**src/rtl/fibre_a_responder.sv**
```systemverilog
// Spike-word store for the fibre_a port: streamed burst loads plus a fixed two-cycle read pipeline.
// Tracks which words were ever written and flags reads of stale storage.
module fibre_a_responder #(
    parameter int TIMESTEPS  = 16,
    parameter int ADDR_WIDTH = 8
) (
    input  logic                  clk,
    input  logic                  rst,
    input  logic                  fibre_a_read_en,
    input  logic [ADDR_WIDTH-1:0] fibre_a_addr,
    output logic [TIMESTEPS-1:0]  fibre_a_data,
    output logic                  fibre_a_valid,
    input  logic                  load_start,
    input  logic [ADDR_WIDTH-1:0] load_base,
    input  logic [ADDR_WIDTH:0]   load_len,
    input  logic                  load_valid,
    input  logic [TIMESTEPS-1:0]  load_data,
    output logic                  load_ready,
    output logic                  load_done,
    output logic                  rd_err
);
    localparam int DEPTH = 2**ADDR_WIDTH;

    // state   | meaning
    // IDLE    | no burst active, load_valid ignored
    // LOADING | accepting burst words, load_ready high
    typedef enum logic {IDLE, LOADING} state_t;

    state_t                state_q, state_d;
    logic [ADDR_WIDTH-1:0] base_q, base_d;
    logic [ADDR_WIDTH:0]   len_q, len_d;
    logic [ADDR_WIDTH:0]   idx_q, idx_d;
    logic                  done_q, done_d;
    logic [DEPTH-1:0]      written_q, written_d;
    logic                  s1_valid_q, s1_valid_d;
    logic                  s1_hit_q, s1_hit_d;
    logic [TIMESTEPS-1:0]  s1_data_q, s1_data_d;
    logic                  valid_q, valid_d;
    logic [TIMESTEPS-1:0]  data_q, data_d;
    logic                  err_q, err_d;

    logic [TIMESTEPS-1:0]  mem [DEPTH];
    logic                  wr_en;
    logic [ADDR_WIDTH-1:0] wr_addr;
    logic                  last_word;
    logic                  start_ok;
    logic                  bypass;

    assign wr_en     = (state_q == LOADING) && load_valid;
    assign wr_addr   = base_q + idx_q[ADDR_WIDTH-1:0];
    assign last_word = (idx_q == (len_q - 1'b1));
    assign start_ok  = load_start && (load_len != '0);
    assign bypass    = wr_en && (wr_addr == fibre_a_addr);

    always_ff @(posedge clk or posedge rst) begin
        if (rst) begin
            state_q <= IDLE;
        end else begin
            state_q <= state_d;
        end
    end

    always_comb begin
        state_d = state_q;
        case (state_q)
            IDLE:    if (start_ok) state_d = LOADING;
            LOADING: if (wr_en && last_word) state_d = IDLE;
            default: state_d = IDLE;
        endcase
    end

    always_comb begin
        load_ready = (state_q == LOADING);
    end

    always_comb begin
        base_d    = base_q;
        len_d     = len_q;
        idx_d     = idx_q;
        done_d    = wr_en && last_word;
        written_d = written_q;
        if (state_q == IDLE && start_ok) begin
            base_d = load_base;
            len_d  = load_len;
            idx_d  = '0;
        end else if (wr_en) begin
            idx_d = idx_q + 1'b1;
        end
        if (wr_en) written_d[wr_addr] = 1'b1;

        // Same-edge write to the read address is forwarded so the read sees the new word.
        s1_valid_d = fibre_a_read_en;
        s1_hit_d   = bypass || written_q[fibre_a_addr];
        s1_data_d  = bypass ? load_data : mem[fibre_a_addr];

        valid_d = s1_valid_q;
        data_d  = data_q;
        if (s1_valid_q) data_d = s1_hit_q ? s1_data_q : '0;
        err_d = err_q || (s1_valid_q && !s1_hit_q);
    end

    always_ff @(posedge clk or posedge rst) begin
        if (rst) begin
            base_q     <= '0;
            len_q      <= '0;
            idx_q      <= '0;
            done_q     <= 1'b0;
            written_q  <= '0;
            s1_valid_q <= 1'b0;
            s1_hit_q   <= 1'b0;
            s1_data_q  <= '0;
            valid_q    <= 1'b0;
            data_q     <= '0;
            err_q      <= 1'b0;
        end else begin
            base_q     <= base_d;
            len_q      <= len_d;
            idx_q      <= idx_d;
            done_q     <= done_d;
            written_q  <= written_d;
            s1_valid_q <= s1_valid_d;
            s1_hit_q   <= s1_hit_d;
            s1_data_q  <= s1_data_d;
            valid_q    <= valid_d;
            data_q     <= data_d;
            err_q      <= err_d;
        end
    end

    // Storage is deliberately not reset; the written bits gate what reads may return.
    always_ff @(posedge clk) begin
        if (wr_en) mem[wr_addr] <= load_data;
    end

    assign fibre_a_valid = valid_q;
    assign fibre_a_data  = data_q;
    assign load_done     = done_q;
    assign rd_err        = err_q;

endmodule

```
**config.mk**
```make
export PLATFORM = sky130hd
export DESIGN_NAME = fibre_a_responder
export DESIGN_NICKNAME = d
export VERILOG_FILES = /design/src/rtl/fibre_a_responder.sv
export SDC_FILE = /design/constraint.sdc
export NUM_CORES = 2
export LEC_CHECK = 0
export BUFFER_PORTS_ARGS = -buffer_cell sky130_fd_sc_hd__buf_4
export CAP_MARGIN = 15
export CORE_MARGIN = 3
export CORE_UTILIZATION = 45
export DETAILED_ROUTE_END_ITERATION = 7
export HOLD_SLACK_MARGIN = 0.03
export PLACE_DENSITY = 0.57
export SYNTH_ARGS = -nofsm -noshare
export SYNTH_HDL_FRONTEND = slang
export SYNTH_SLANG_ARGS = --single-unit
```
**constraint.sdc**
```tcl
create_clock -name clk -period 14.02 [get_ports clk]
set_input_delay 1.402 -clock clk [delete_from_list [all_inputs] [get_ports clk]]
set_output_delay 1.402 -clock clk [all_outputs]
set_load 0.1 [all_outputs]
```
Word level (Yosys, flattened, before mapping)

Memories as Yosys holds them, arrays and structs flattened. A register that Yosys moved wholly into a read port is not among the register bits.
Index checks and enable logic that the tools add are counted.

Register bits after elaboration: 304
Bits in writable memories: 4096
Bits of input ports: 46
Output and inout port bits: 20
Logic and storage cells: 46
Memories: 1

Add/sub/neg operators: 3
Magnitude comparators: 3
Equality and inequality tests: 2
Mux-type cells: 12
Bitwise operators: 2
Reductions and logical operators: 12

Memory list:

| name | depth | width | rd ports | clocked after memory_dff | write ports | line | source |
|---|---|---|---|---|---|---|---|
| mem  | 256   | 16    | 1        | 1                        | 1           | 42   | `logic [TIMESTEPS-1:0] mem [DEPTH];` |

Operators with widths:

| kind                  | count |
|---|---|
| $or A256 B256 Y256    | 1 |
| $lt A8 B9 Y1 const B  | 2 |
| $mux W9               | 2 |
| $mux W16              | 1 |
| $add A9 B1 Y9 const B | 1 |
| $eq A9 B9 Y1          | 1 |
| $reduce_bool A9 Y1    | 1 |
| $sub A9 B1 Y9 const B | 1 |
| $add A8 B8 Y8         | 1 |
| $bmux W1 S8           | 1 |
| $demux W1 S8          | 1 |
| $eq A8 B8 Y1          | 1 |
| $ge A8 B1 Y1 const B  | 1 |
| $logic_and A1 B1 Y1   | 7 |
| $mux W1               | 6 |
| $logic_or A1 B1 Y1    | 2 |
| $pmux W1 S2           | 1 |
| $reduce_bool A2 Y1    | 1 |
| $logic_not A1 Y1      | 1 |
| $not A1 Y1            | 1 |

Depth between registers and ports, before layout

Word-level depth: 6
Mapped depth: 13
Gate-level depth less buffers: 9

Worst setup path after synthesis

OpenSTA, ideal clock, no wires.

Path type: reg-to-reg
Start point: reg idx_q[0]
End point: mem mem[10][0] (enable)
Setup time: 409 ps
Data arrival time: 3887 ps
Data required time: 13611 ps
Path slack: 9724 ps
Cell stages (with the launch flop): 11
Buffers on the path: 2
Clock period less this slack: 4296 ps
Cell sequence: dfrtp_1 > ha_1 > fa_1 > a211oi_1 > o21ai_1 > a21oi_1 > xor2_1 > nand2_1 > clkbuf_1 > buf_1 > nor3_1

Cells in the longest elaborated chain, start to end: 1

Ends and longest elaborated chain:

| element                | line | source |
|---|---|---|
| from (decl)            | 32   | `logic [ADDR_WIDTH:0] idx_q, idx_d;` |
| from (signal assigned) | 118  | `idx_q <= idx_d;` |
| $add A8 B8 Y8          | 50   | `assign wr_addr = base_q + idx_q[ADDR_WIDTH-1:0];` |
| to (decl)              | 42   |  |

No other way between the ends.

==> results.py <==
metrics = {
    "sta": {
        "fmax_mhz": 165.7,
        "fin_crit_sh": 0.4305,
        "relSlewSlack": -0.01962,
        "worst_slew_pin_slew_ns": 1.529,
        "final_hold_viol_count": 0,
        "maxSlewViolCount": 1,
        "rsz0062_at_grt": "false",
        "setup_viol": 0,
        "fin_worst_skew_ns": 0.08386,
        "fin_setup_tns_ns": 0,
        "period_minus_slack_ns": 6.035,
    },
    "die": {
        "initial_core_util": 0.4523,
        "core_area_sq_um": 379200,
        "die_x_um": 623.4,
        "std_cell_rows": 226,
        "die_h_um": 623.4,
        "design.portCount": 66,
        "die_area_sq_um": 388600,
    },
    "cts": {
        "clkLatencyLatePin_ns": 1.00,
        "htreeDepth": 5,
        "cts_root_buffer": "clkbuf_16",
        "cts_sinks": 4416,
        "cts_buffers": 449,
        "post_cts_buffers": 0,
        "cts_buffer_depth": 4,
        "clk_pin_slew_ns": 0.06,
        "post_cts_resized": 0,
        "cts_tree": "yes",
        "cts_hold_buf": 0,
    },
    "yosys": {
        "synth_largest_area_cell": "edfxtp_1",
        "synth.area.top_cells": "edfxtp_1 (72%), mux4_2 (15%), dfrtp_1 (4.7%)",
        "synth_enable_flop_cells": 4096,
        "synth-compound-area-share": 0.02942,
        "synth_cell_type_count": 70,
        "ys.flop_type": "edfxtp_1",
        "synthSimpleGateAreaFrac": 0.02418,
        "synthCells": 7922,
        "netlist_area_sq_um": 171500,
        "yosysMostFrequentCell": "edfxtp_1",
        "syn_area_per_cell_sq_um": 21.65,
        "synth_top_family_by_area": "multiplexers",
        "synth_common_cells": "edfxtp_1 (4096), mux4_2 (1135), dfrtp_1 (320)",
        "yosysTopAreaCellShare": 0.7171,
        "synth.mux.area_fraction": 0.1638,
        "async_reset_ff_frac": 0.07246,
        "synthXorXnorAreaFrac": 0.002152,
        "ys_seq_area_frac": 0.7638,
        "synth_seq_cells": 4416,
        "synth_nets": 7978,
        "synthAdderAreaFrac": 0.0007732,
        "ys_warn_count": 0,
    },
    "worst_hold_path": {
        "hp-class": "flop to flop",
        "min_from": "written_q[44]$_DFFE_PP0P_",
        "hold_depth": 1,
        "hold_end": "written_q[44]$_DFFE_PP0P_",
    },
    "finish": {
        "fin_util": 0.5155,
        "n_fill_cell": 29580,
        "nNetsFinal": 8481,
        "area_delta_synth_final_pct": 13.95,
        "final_cell_count_no_fill": 13830,
        "drive_above_1_share": 0.3116,
    },
    "global_routing": {
        "antenna_found_initial": 30,
        "track_usage": 0.2619,
        "grt_pass1_vias": 87680,
        "grt_start_max_net_pins": 133,
        "grt_first_pass_wirelength_mm": 711.5,
        "grt-ovfl-total": 0,
    },
    "setup_path": {
        "cp_common_cell": "buf_4",
        "cp_slowest_cell": "a221oi_1",
        "startpoint_type": "input pin",
        "path_max_fanout": 55,
        "cp_cell_sequence": "buf_8, buf_4, inv_6, buf_4, buf_4, buf_4, nand2_1, a221oi_1, a21oi_1, a21oi_1, o21ai_0, a31oi_1",
        "reg2reg_depth": 11,
        "critPathKind": "input pin to flop",
        "cp_data_arrival_time_ns": 6.92,
        "setup.worst_path.start": "fibre_a_addr[2]",
        "cp_top_family": "buffers and inverters",
        "worst_setup_path_end_kind": "flop",
        "r2r_start": "idx_q[2]$_DFFE_PP0P_",
        "worstPathRequired_ns": 14.91,
        "r2r_end": "written_q[35]$_DFFE_PP0P_",
        "path_buf_inv": 6,
        "cp_slowest_stage_delay_ns": 0.62,
        "reg2reg_slack_ns": 8.79,
    },
    "status": {
        "violations": "slew limit",
        "status": "complete, but fails checks",
    },
    "placed_design": {
        "port_buffers": 65,
        "place.gp.congestion": 0.8391,
        "dpl.hpwl_mm": 299.0,
        "dp.cells": 12990,
    },
    "routing": {
        "wl_per_cell_um": 36.93,
        "drt_iter0_drc": 11620,
        "drc": 0,
        "first_pass_iters": 8,
        "final_antenna_net_count": 0,
        "viasPerCell": 6.334,
        "vias": 87630,
        "drt-total-wl_mm": 510.9,
    },
    "power_and_ir_drop": {
        "ir_worst_vdd_uv": 146.5,
        "p_per_area_nw_per_um2": 159.6,
        "leakagePower_nw": 63.91,
    },
    "flow_run": {
        "maxCapViolations": 0,
    },
}
==> worst max path at each step <==
stage	slack, ns	cells after the start	to
after CTS	8.13	11	s1_data_q[5]$_DFF_PP0_
final	7.99	12	s1_data_q[1]$_DFF_PP0_
after global routing	7.84	11	s1_data_q[5]$_DFF_PP0_
after global placement	5.72	9	s1_data_q[3]$_DFF_PP0_
after floorplan	3.76	1	base_q[0]$_DFFE_PP0P_
after detailed placement	7.07	12	s1_data_q[1]$_DFF_PP0_
==> logic make-up after synthesis <==
kind of cell	after synthesis
AOI/OAI and AO/OA	709
xor gates and xnor gates	39
adders and majority gates	10
buffers and inverters	498
DFF	4416
muxes	1381
and+or+nand+nor	869
==> registers in the layout (all words and copies together) (netlist names) <==
name and count:
mem 4096, fibre_a_valid 1, rd_err 1, s1_data_q 16, s1_hit_q 1, len_q 9
written_q 256, load_ready 1, load_done 1, fibre_a_data 16, base_q 8, s1_valid_q 1
idx_q 9
==> worst reg2reg max path: stages, from the launching register on <==
cell and delay, ns:
dfrtp_1 0.49, ha_1 0.48, o21ai_1 0.13, o211a_1 0.25, o21ai_1 0.52, xnor2_2 0.23
buf_4 0.56, buf_4 0.79, buf_4 0.87, nor3_2 0.12, buf_4 0.29, or2_2 0.33
==> power breakdown <==
group          internal, W  switching [W]  total, W
logic              0.00113        0.00291   0.00404
registers           0.0150       0.000246    0.0152
clock network      0.00687        0.00505    0.0119
total               0.0230        0.00820    0.0312
==> layout make-up <==
class | instances | area, sq um | area share
sequential | 4416 | 131000 | 0.6703
tap | 5016 | 6276 | 0.03211
clock inverter | 285 | 2816 | 0.01441
timing repair buffer | 519 | 4228 | 0.02163
clock buffer | 546 | 11790 | 0.06030
inverter | 31 | 136.4 | 0.0006978
antenna | 12 | 30.03 | 0.0001536
multi-input combinational | 3008 | 39180 | 0.2005
==> metal layers <==
metal	global-route usage	share of wire
met1	0.3660	0.39
met2	0.4152	0.48
met3	0.04379	0.084
met4	0.1020	0.045
met5	0	0.000041
==> stage by stage <==
stage          hold slack [ns]  power, W  cell area (sq um)  setup slack, ns
5_1_grt                 0.4583   0.03213             195400            7.838
6_report                0.4495   0.03119             195500            7.985
3_3_place_gp            0.4323   0.01942             180700            5.721
2_1_floorplan           0.4226   0.01750             171500            3.762
3_5_place_dp            0.4380   0.01951             180800            7.068
4_1_cts                 0.4514   0.03136             195400            8.133
==> layout by cell type, fill, tap and decap left out, drive strengths merged, types with 25 or more instances in the layout <==
master,instances
a211oi,31
a21o,132
a21oi,93
a221oi,39
a22oi,111
buf,516
bufinv,49
clkbuf,549
clkinv,201
dfrtp,320
edfxtp,4096
inv,43
mux2,56
mux2i,190
mux4,1135
nand2,242
nand3,70
nor2,128
nor2b,25
nor3,232
o21ai,71
o21bai,27
o221ai,41
o22ai,52
or2,103
Note: power is estimated with default switching activity, not from simulation.
